## src/rtl/pmodcharlie_pkg.sv

```systemverilog
// pmodcharlie_pkg: shared charlieplex geometry, glyph table and cathode mapping.
package pmodcharlie_pkg;
  localparam int NUM_PINS = 8;
  localparam int NUM_DIGITS = 8;
  localparam int NUM_SEGS = 7;
  localparam int SEG_A = 0;
  localparam int SEG_B = 1;
  localparam int SEG_C = 2;
  localparam int SEG_D = 3;
  localparam int SEG_E = 4;
  localparam int SEG_F = 5;
  localparam int SEG_G = 6;
  localparam logic [6:0] GLYPH [16] = '{
    7'h3F, 7'h06, 7'h5B, 7'h4F, 7'h66, 7'h6D, 7'h7D, 7'h07,
    7'h7F, 7'h6F, 7'h77, 7'h7C, 7'h39, 7'h5E, 7'h79, 7'h71
  };
  typedef enum logic [1:0] {CLS_DEAD, CLS_PHASE, CLS_MULTI} cls_t;
  function automatic logic [2:0] cathode(input logic [2:0] d, input logic [2:0] s);
    return d + s + 3'd1;
  endfunction
endpackage

```

## src/rtl/seg7_to_hex.sv

```systemverilog
// seg7_to_hex: map a 7-segment pattern back to its hex nibble, flagging non-glyphs.
module seg7_to_hex
  import pmodcharlie_pkg::*;
(
  input  logic [6:0] pat,
  output logic [3:0] hex,
  output logic       err
);
  always_comb begin
    hex = '0;
    err = 1'b1;
    for (int i = 0; i < 16; i++)
      if (pat == GLYPH[i]) begin
        hex = 4'(i);
        err = 1'b0;
      end
  end
endmodule

```

## src/rtl/pmodcharlie_rx.sv

```systemverilog
// pmodcharlie_rx: recover digit segments from charlieplexed pmod pins and decode full frames.
module pmodcharlie_rx
  import pmodcharlie_pkg::*;
#(
  parameter int MIN_STABLE = 4,
  parameter int TIMEOUT = 4096
) (
  input  logic        clk,
  input  logic        rst,
  input  logic [7:0]  pin_drv,
  input  logic [7:0]  pin_val,
  output logic [31:0] data,
  output logic [55:0] segs,
  output logic [7:0]  digit_err,
  output logic        frame_valid,
  output logic        proto_err,
  output logic        active
);
  localparam int SW = $clog2(MIN_STABLE + 1);
  localparam int TW = $clog2(TIMEOUT + 1);
  logic [7:0] s_drv, s_val, p_drv, p_val, hi, lo, seen, derr;
  logic [SW-1:0] scnt;
  logic [TW-1:0] tcnt;
  logic [6:0] seg_reg [NUM_DIGITS];
  logic [3:0] nib [NUM_DIGITS];
  logic [6:0] pat;
  logic [2:0] ph;
  logic commit, take, timeout;
  cls_t cls;
  always_comb begin
    hi = s_drv & s_val;
    lo = s_drv & ~s_val;
    commit = scnt == SW'(MIN_STABLE - 1);
    cls = hi == '0 ? CLS_DEAD : (hi & (hi - 8'd1)) == '0 ? CLS_PHASE : CLS_MULTI;
    ph = '0;
    for (int i = 0; i < NUM_PINS; i++)
      if (hi[i]) ph = 3'(i);
    pat = '0;
    for (int s = 0; s < NUM_SEGS; s++)
      pat[s] = lo[cathode(ph, 3'(s))];
    take = commit && cls == CLS_PHASE;
    timeout = tcnt == TW'(TIMEOUT);
  end
  for (genvar d = 0; d < NUM_DIGITS; d++) begin : g_dec
    seg7_to_hex u_dec (.pat(seg_reg[d]), .hex(nib[d]), .err(derr[d]));
  end
  always_ff @(posedge clk) begin
    if (rst) begin
      s_drv <= '0;
      s_val <= '0;
      p_drv <= '0;
      p_val <= '0;
      scnt <= '0;
      tcnt <= '0;
      seen <= '0;
      data <= '0;
      segs <= '0;
      digit_err <= '0;
      frame_valid <= 1'b0;
      proto_err <= 1'b0;
      active <= 1'b0;
      for (int d = 0; d < NUM_DIGITS; d++) seg_reg[d] <= '0;
    end else begin
      s_drv <= pin_drv;
      s_val <= pin_val;
      p_drv <= s_drv;
      p_val <= s_val;
      scnt <= {s_drv, s_val} != {p_drv, p_val} ? '0 : scnt == SW'(MIN_STABLE) ? scnt : scnt + SW'(1);
      proto_err <= commit && cls == CLS_MULTI;
      frame_valid <= seen == '1;
      if (seen == '1) begin
        digit_err <= derr;
        for (int d = 0; d < NUM_DIGITS; d++) begin
          segs[7*d +: 7] <= seg_reg[d];
          data[4*d +: 4] <= nib[d];
        end
      end
      // dead-time commits neither refresh the timeout nor touch the frame
      tcnt <= take ? '0 : timeout ? tcnt : tcnt + TW'(1);
      if (seen == '1 || (timeout && !take)) seen <= '0;
      if (take) begin
        seg_reg[ph] <= pat;
        seen[ph] <= 1'b1;
        active <= 1'b1;
      end else if (timeout) begin
        active <= 1'b0;
      end
    end
  end
endmodule

```

## config.mk

```make
export PLATFORM = sky130hd
export DESIGN_NAME = pmodcharlie_rx
export DESIGN_NICKNAME = d
export VERILOG_FILES = /design/src/rtl/pmodcharlie_pkg.sv /design/src/rtl/seg7_to_hex.sv /design/src/rtl/pmodcharlie_rx.sv
export SDC_FILE = /design/constraint.sdc
export NUM_CORES = 1
export LEC_CHECK = 0
export CORE_ASPECT_RATIO = 0.7
export CORE_MARGIN = 2
export CORE_UTILIZATION = 48
export DETAILED_ROUTE_END_ITERATION = 7
export GPL_TIMING_DRIVEN = 0
export PLACE_DENSITY = 0.69
export SKIP_CTS_REPAIR_TIMING = 1
export SLEW_MARGIN = 20
export SYNTH_ARGS = -nofsm -noshare
export SYNTH_HDL_FRONTEND = slang
export SYNTH_HIERARCHICAL = 1
export SYNTH_SLANG_ARGS = --single-unit
```

## constraint.sdc

```tcl
create_clock -name clk -period 9.4 [get_ports clk]
set_input_delay 1.41 -clock clk [delete_from_list [all_inputs] [get_ports clk]]
set_output_delay 1.41 -clock clk [all_outputs]
set_load 0.02 [all_outputs]
```

; Word-level counts from Yosys, hierarchy flattened
; Memories as Yosys holds them, arrays and structs flattened.
; Index checks and enable logic that the tools add are counted.
; Widths: inputs -> output; s select.
[op_classes]
addsub = 15
order_cmp = 9
eq_ne = 135
muxes = 286
n_bitwise = 5
reduce_logical = 12
[ops]
columns = op, count
row1 = $eq 7x7->1 const B, 96
row2 = $mux 4, 64
row3 = $mux 1, 153
row4 = $mux 3, 39
row5 = $eq 7x3->1 const B, 16
row6 = $eq 7x6->1 const B, 16
row7 = $mux 2, 18
row8 = $lt 3x4->1 const B, 8
row9 = $add 3x1->3 const B, 8
row10 = $and 8x8->8, 3
row11 = $mux 8, 3
row12 = $bmux 1 s3, 7
row13 = $logic_not 8->1, 2
row14 = $ne 16x16->1, 1
row15 = $add 13x1->13 const B, 1
row16 = $eq 13x13->1 const B, 1
row17 = $add 3x3->3 const B, 3
row18 = $eq 8x8->1 const B, 1
row19 = $not 8->8, 1
row20 = $or 8x8->8, 1
row21 = $sub 8x1->8 const B, 1
row22 = $mux 7, 1
row23 = $reduce_or 7->1, 1
row24 = $add 3x2->3 const B, 2
row25 = 11 further kinds, 15
[word_totals]
register_bits = 155
ramBits = 56
input_bits = 18
output_inout_bits = 99
wordCells = 476
memories = 1
[memory_table]
columns = name, words, width, rd, rd_clocked_by_memory_dff, wr, line
row1 = seg_reg, 8, 7, 8, 0, 8, pmodcharlie_rx.sv:24  ; logic [6:0] seg_reg [NUM_DIGITS];

; Longest topological paths before layout
; Gate-level depths: netlist (run 1).
; An unclocked memory read counts as a cell.
[logic_depth]
ltp_word = 18
ltp_mapped = 11
depth_no_buf = 11

; Modules after synthesis
; Netlist (run 1), hierarchy kept.
[modules_own_cells]
columns = module, instances, cells_per_inst, area_per_inst_um2, seq_area_each_um2
row1 = pmodcharlie_rx, 1, 864, 8237.9, 4784.6
row2 = seg7_to_hex, 8, 58, 345.3, 0.0

; Worst setup path before layout (run 1)
; No wires, ideal clock.
[synth_timing]
path_kind = input port to flip-flop
start = input port rst
end = memory seg_reg[1][0], enable pin
setup_ps = 322
arrival_time_ps = 2982
required_ps = 9078
slack_ps = 6096
path_stages = 7
path_buffers = 1
cell_sequence = clkbuf_1 -> nand2b_1 -> a41oi_1 -> nand2_1 -> nor4b_4 -> nand2_1 -> or2b_1
[synth_rtl]
columns = item, line
row1 = from (decl), pmodcharlie_rx.sv:9  ; input logic rst,
row2 = to (decl), pmodcharlie_rx.sv:24

==> run metrics, run 1 <==
maximum fanout along the worst path=10; Fillers=2057; register clock-pin slew on the reported worst setup and hold paths=60 ps; VDD IR max=147 uV; post-synthesis compound-gate area fraction=17.2%; Final Hold Viols=0; CTS max path bufs=3; H-tree depth=1; dpl hpwl=22.1 mm; main combinational cell family by area after synthesis=simple AND/OR/NAND/NOR gates; CTS Buf Count=22; DIE WIDTH=185 um; number of global-route vias before repair=9509; # clock sinks=211; GPL Wtd Cong=0.918; mapped cell area=11000 um^2; Pleak=4.47 nW; first-pass GRT wire length=49.4 mm; status=completed; post-route setup slack=5620 ps; Post-Synth Adder-Cell Area=1.36%; final clock skew=13.3 ps; root buffer cell=clkbuf_16; Initial Utilization=48.8%; wire per inst=17.0 um; via count=10300; I/O Buffers=115; number of DRC markers in iteration 0=1150; initial antenna violation count=0; Core Region=22600 um^2; PwrDens=155 nW/um^2; die area=24200 um^2; FF-to-FF setup slack=5620 ps; syn nets=1358; CP Capture Point=seg_reg[3][2]$_SDFFCE_PN0P_; cells on worst reg2reg path=11; # DRC=0; height of the die=131 um; Worst Setup SP=s_drv[3]$_SDFF_PP0_; Routed Antenna Nets=0; warnings from Yosys=6; XOR/XNOR share of the synthesized area=2.63%; Worst Setup End Kind=flip-flop; sequential area share after synthesis=43.5%; mux cell area share after synthesis=0.853%; site row count=46; Slew Limit Fails=0; simple-gate area share of the yosys netlist=29.6%; hold path depth=2; CP Launch Type=flip-flop; drt pass-1 iters=5; post-route cell area=13300 um^2; syn avg cell area=8.28 um^2; kind of critical path=flip-flop to flip-flop; Setup Viol. Count Final=0; reg-to-reg startpoint=s_drv[3]$_SDFF_PP0_; Worst-Skew Late Latency=510 ps; Yosys reg bits=211; Synth top area share=28.2%; synth-to-layout area growth=21.2%; top post-synthesis cells by area=dfxtp_1 28%, edfxtp_1 15%, nand2_1 9.6%; total I/O pin count=117; largest net degree at the start of global routing=15; Max Cap Viol=0; RSZ-0062 raised after global routing=no; crit path time final=3780 ps; setup TNS=0 ps; gr usage total=25.3%; Synth Flop Type=dfxtp_1; DP Area=12600 um^2; Vias/cell=5.76; Slew headroom=40.7%; Max Freq=264 MHz; post-synth top area cell=dfxtp_1; worst slew pin tran=887 ps; Post-Synthesis Cells=1328; Final period util=40.2%; critical path required time=9630 ps; pre-CTS WS=5660 ps; Routed WL=30.5 mm; crit path DAT=4010 ps; CTS tree=yes; ys async rst share=0%; total grt overflow=0; Synth cell types=72; layout cells sized above 1=8.83%; # diodes=0; most frequent cells after synthesis=281 x nand2_1, 155 x dfxtp_1, 134 x a21oi_1; Post-synth EDFFs=56; most frequent cell after synthesis=nand2_1; R2R Path End=seg_reg[3][2]$_SDFFCE_PN0P_; Worst Hold Class=flip-flop to flip-flop; Final #Nets=1497
-- cell families (layout without fill, tap and decap cells) --
logic type                 after synthesis  count (layout)
AOI/OAI and AO/OA                      289             289
xor gates and xnor gates                33              33
adders and majority gates               12              12
buffers and inverters                  111             266
DFF                                    211             211
muxes                                    8               8
and+or+nand+nor                        664             664
-- cell usage in the layout, fill, tap and decap left out, types with 27 or more instances in the layout --
cell	netlist	final
a21oi_1	134	134
buf_2	43	43
clkbuf_1	41	45
clkdlybuf4s50_1	0	115
dfxtp_1	155	155
edfxtp_1	56	56
nand2_1	281	281
nand2b_1	27	27
nand3_1	31	31
nor2_1	113	113
nor2b_1	37	37
nor3_1	50	50
o21ai_0	27	27
-- metrics by stage --
stage	std cells	total power [mW]	utilization (%)	hold slack (ps)
2_1_floorplan	1328	1.11	-	442
5_1_grt	1795	2.13	59.1	476
3_3_place_gp	1755	1.17	55.6	442
6_report	1795	2.07	59.1	452
4_1_cts	1795	2.07	59.1	454
3_5_place_dp	1755	1.18	55.7	446
-- report_power, final --
part	internal (mW)	leakage (nW)	switching, mW
Clock	0.545	0.381	0.356
Combinational	0.0640	2.26	0.134
Sequential	0.947	1.83	0.0193
-- layout make-up --
class                   count  area, um^2  share of cell area, %
plain buffers              93         467                   3.50
clock buffers              35         712                   5.34
inverters                  18        70.1                  0.526
well taps                 312         390                   2.93
multi-input cells        1006        5700                   42.8
repair buffers            115        1150                   8.64
clock inverters             5        50.0                  0.375
flip-flops and latches    211        4780                   35.9
-- how the worst min path moves through the flow --
stage	endpoint	slack, ps	start
6_report	segs[34]$_SDFFE_PP0P_	450	segs[34]$_SDFFE_PP0P_
5_1_grt	segs[24]$_SDFFE_PP0P_	480	segs[24]$_SDFFE_PP0P_
3_3_place_gp	data[17]$_SDFFE_PP0P_	440	data[17]$_SDFFE_PP0P_
4_1_cts	segs[40]$_SDFFE_PP0P_	450	segs[40]$_SDFFE_PP0P_
2_1_floorplan	seen[0]$_SDFF_PP0_	440	seen[0]$_SDFF_PP0_
3_5_place_dp	segs[40]$_SDFFE_PP0P_	450	segs[40]$_SDFFE_PP0P_
-- worst max-delay path: stages, from the launching register on --
cell	delay [ps]
dfxtp_1	370
a22o_1	260
a31o_2	280
a21o_4	250
buf_4	180
ha_1	320
clkbuf_1	390
mux2i_1	140
a211oi_1	440
a211oi_1	120
a31oi_2	640
nor2_1	100
-- layer usage --
metal / vias to the layer above / global-route usage [%] / wire length [um] / part of all wire, %
met5: - / 0 / 0 / 0
met4: 0 / 7.75 / 872 / 2.9
met3: 67 / 4.38 / 2470 / 8.1
met2: 467 / 37.1 / 12500 / 41
met1: 4826 / 38.0 / 14700 / 48
li1: 4985 / - / - / -
Power figures use the tool's default switching activity.
==> run 2, diff against run 1 <==
PLACE_DENSITY = 0.72   (was 0.69)
clock period = 3.45 ns   (was 9.4 ns; I/O delays follow)
==> run 2 against run 1 <==
First-iteration DRC count decreased by 2.5%. Clock power increased to 2.6 times the previous value. Largest cell class unchanged. Register-to-register slack got worse by 5500 ps. Cell count increased by 0.11%. Sequential cell count unchanged. Combinational power increased to 2.9 times the previous value. Largest power group unchanged.
==> run metrics, run 2 (synthesis results as in run 1) <==
Top Family by Delay on Critical Path=compound AO/OA/AOI/OAI gates; Routed WL=30.2 mm; Multi-input gate area=5740 um^2; Worst Hold Class=flip-flop to flip-flop; cells on worst reg2reg path=12; Max Freq=300 MHz; # diodes=0; largest net degree at the start of global routing=15; met3 GRT Util=3.71%; layout cells sized above 1=9.02%; gr usage total=24.8%; CTS tree=yes; I/O Buffers=115; Tot Pwr=5.60 mW; register area=4780 um^2; crit path DAT=3580 ps; root buffer cell=clkbuf_16; Fin Hold WS=454 ps; most frequent cells in the layout=281 x nand2_1, 155 x dfxtp_1, 134 x a21oi_1; Final period util=96.7%; number of DRC markers in iteration 0=1121; site row count=46; Critical Path Stages=12; Final #Nets=1499; maximum fanout along the worst path=10; FF-to-FF setup slack=110 ps; Worst Setup End Kind=flip-flop; DIE WIDTH=185 um; VDD IR max=338 uV; Core Region=22600 um^2; Setup Viol. Count Final=0; Final Hold Viols=0; total I/O pin count=117; Initial Utilization=48.8%; die area=24200 um^2; synth-to-layout area growth=21.6%; drt pass-1 iters=5; Worst-Skew Late Latency=510 ps; height of the die=131 um; pre-CTS WS=-402 ps; Pleak=4.49 nW; Slew Limit Fails=0; GPL Wtd Cong=0.936; dpl hpwl=21.6 mm; critical path required time=3700 ps; # clock sinks=211; worst slew pin tran=830 ps; crit path time final=3340 ps; post-route cell area=13400 um^2; worst-path cell chain=a22o_1 > a31o_2 > a21o_4 > buf_4 > ha_1 > clkbuf_2 > mux2i_1 > a211oi_1 > a211oi_1 > a31oi_4 > buf_12 > nor2_1; hold path depth=2; GR Util met1=38.1%; via count=10300; first-pass GRT wire length=48.4 mm; final clock skew=13.6 ps; Routed Antenna Nets=0; Post-Layout Cell Count=1797; CTS Buf Count=22; Worst Path Buf+Inv=3; placed insts=1755; # DRC=0; CP Launch Type=flip-flop; Vias/cell=5.72; M2 GR Usage=36.9%; PwrDens=418 nW/um^2; most common cell after layout, fill and taps aside=nand2_1; Slew headroom=44.6%; Crit-path slowest cell=a211oi_1; status=completed; wire per inst=16.8 um; Max Cap Viol=0; DP Area=12600 um^2; initial antenna violation count=0; largest stage delay on the critical path=430 ps; Most common cell on crit path=a211oi_1; kind of critical path=flip-flop to flip-flop; post-route setup slack=114 ps; total grt overflow=0; register clock-pin slew on the reported worst setup and hold paths=60 ps; GR peak layer=met1; CTS max path bufs=3; Fillers=2047; number of global-route vias before repair=9195; H-tree depth=1
==> run 2: cell count changes in the layout (fill, tap and decap cells not counted), sizes merged <==
cell and delta:
clkinvlp +1, bufinv -1, clkbuf -1, inv +1, buf +2
==> run 2: area by class of cell <==
| class | instances | share of cell area, % |
|---|---|---|
| Multi-Input combinational cell | 1006 | 42.9 |
| Sequential cell | 211 | 35.8 |
| Timing Repair Buffer | 117 | 8.90 |
| Clock buffer | 34 | 5.23 |
| Buffer | 93 | 3.51 |
| Tap cell | 312 | 2.92 |
| Inverter | 18 | 0.524 |
| Clock inverter | 6 | 0.271 |
==> run 2: through the flow <==
step / util (%) / TNS [ps]
5_1_grt: 59.3 / -1.31
3_3_place_gp: 55.6 / -9120
2_1_floorplan: - / 0
4_1_cts: 58.9 / -4930
6_report: 59.3 / 0
3_5_place_dp: 55.7 / -4450
==> run 2: tightest hold or removal path: cells and delay by family, from the launching register on <==
| family | cells | cell delay, ps |
|---|---|---|
| compound gates | 1 | 50 |
| flops | 1 | 310 |
| simple gates | 1 | 50 |
==> run 2: worst paths after layout <==
kind,start,end
min,segs[28]$_SDFFE_PP0P_,segs[28]$_SDFFE_PP0P_
min reg2reg,segs[28]$_SDFFE_PP0P_,segs[28]$_SDFFE_PP0P_
max,s_drv[3]$_SDFF_PP0_,seg_reg[3][6]$_SDFFCE_PN0P_
max reg2reg,s_drv[3]$_SDFF_PP0_,seg_reg[3][6]$_SDFFCE_PN0P_
==> run 2: layer usage <==
layer | vias up | routed length, um | share of wire, %
met3 | 38 | 2630 | 8.7
li1 | 4985 | - | -
met5 | - | 0 | 0
met1 | 4783 | 14400 | 48
met2 | 477 | 12700 | 42
met4 | 0 | 507 | 1.7
==> run 2: power by group <==
part	leakage [nW]	internal (mW)	total, mW	switching [mW]
clock	0.363	1.40	2.38	0.980
combinational	2.29	0.208	0.584	0.376
sequential	1.83	2.58	2.63	0.0525
==> run 3, diff against run 2 <==
CTS_CLUSTER_DIAMETER = 120   (was default)
==> results of run 3 <==
The final DEF is identical to that of run 2; final timing and power are the same.
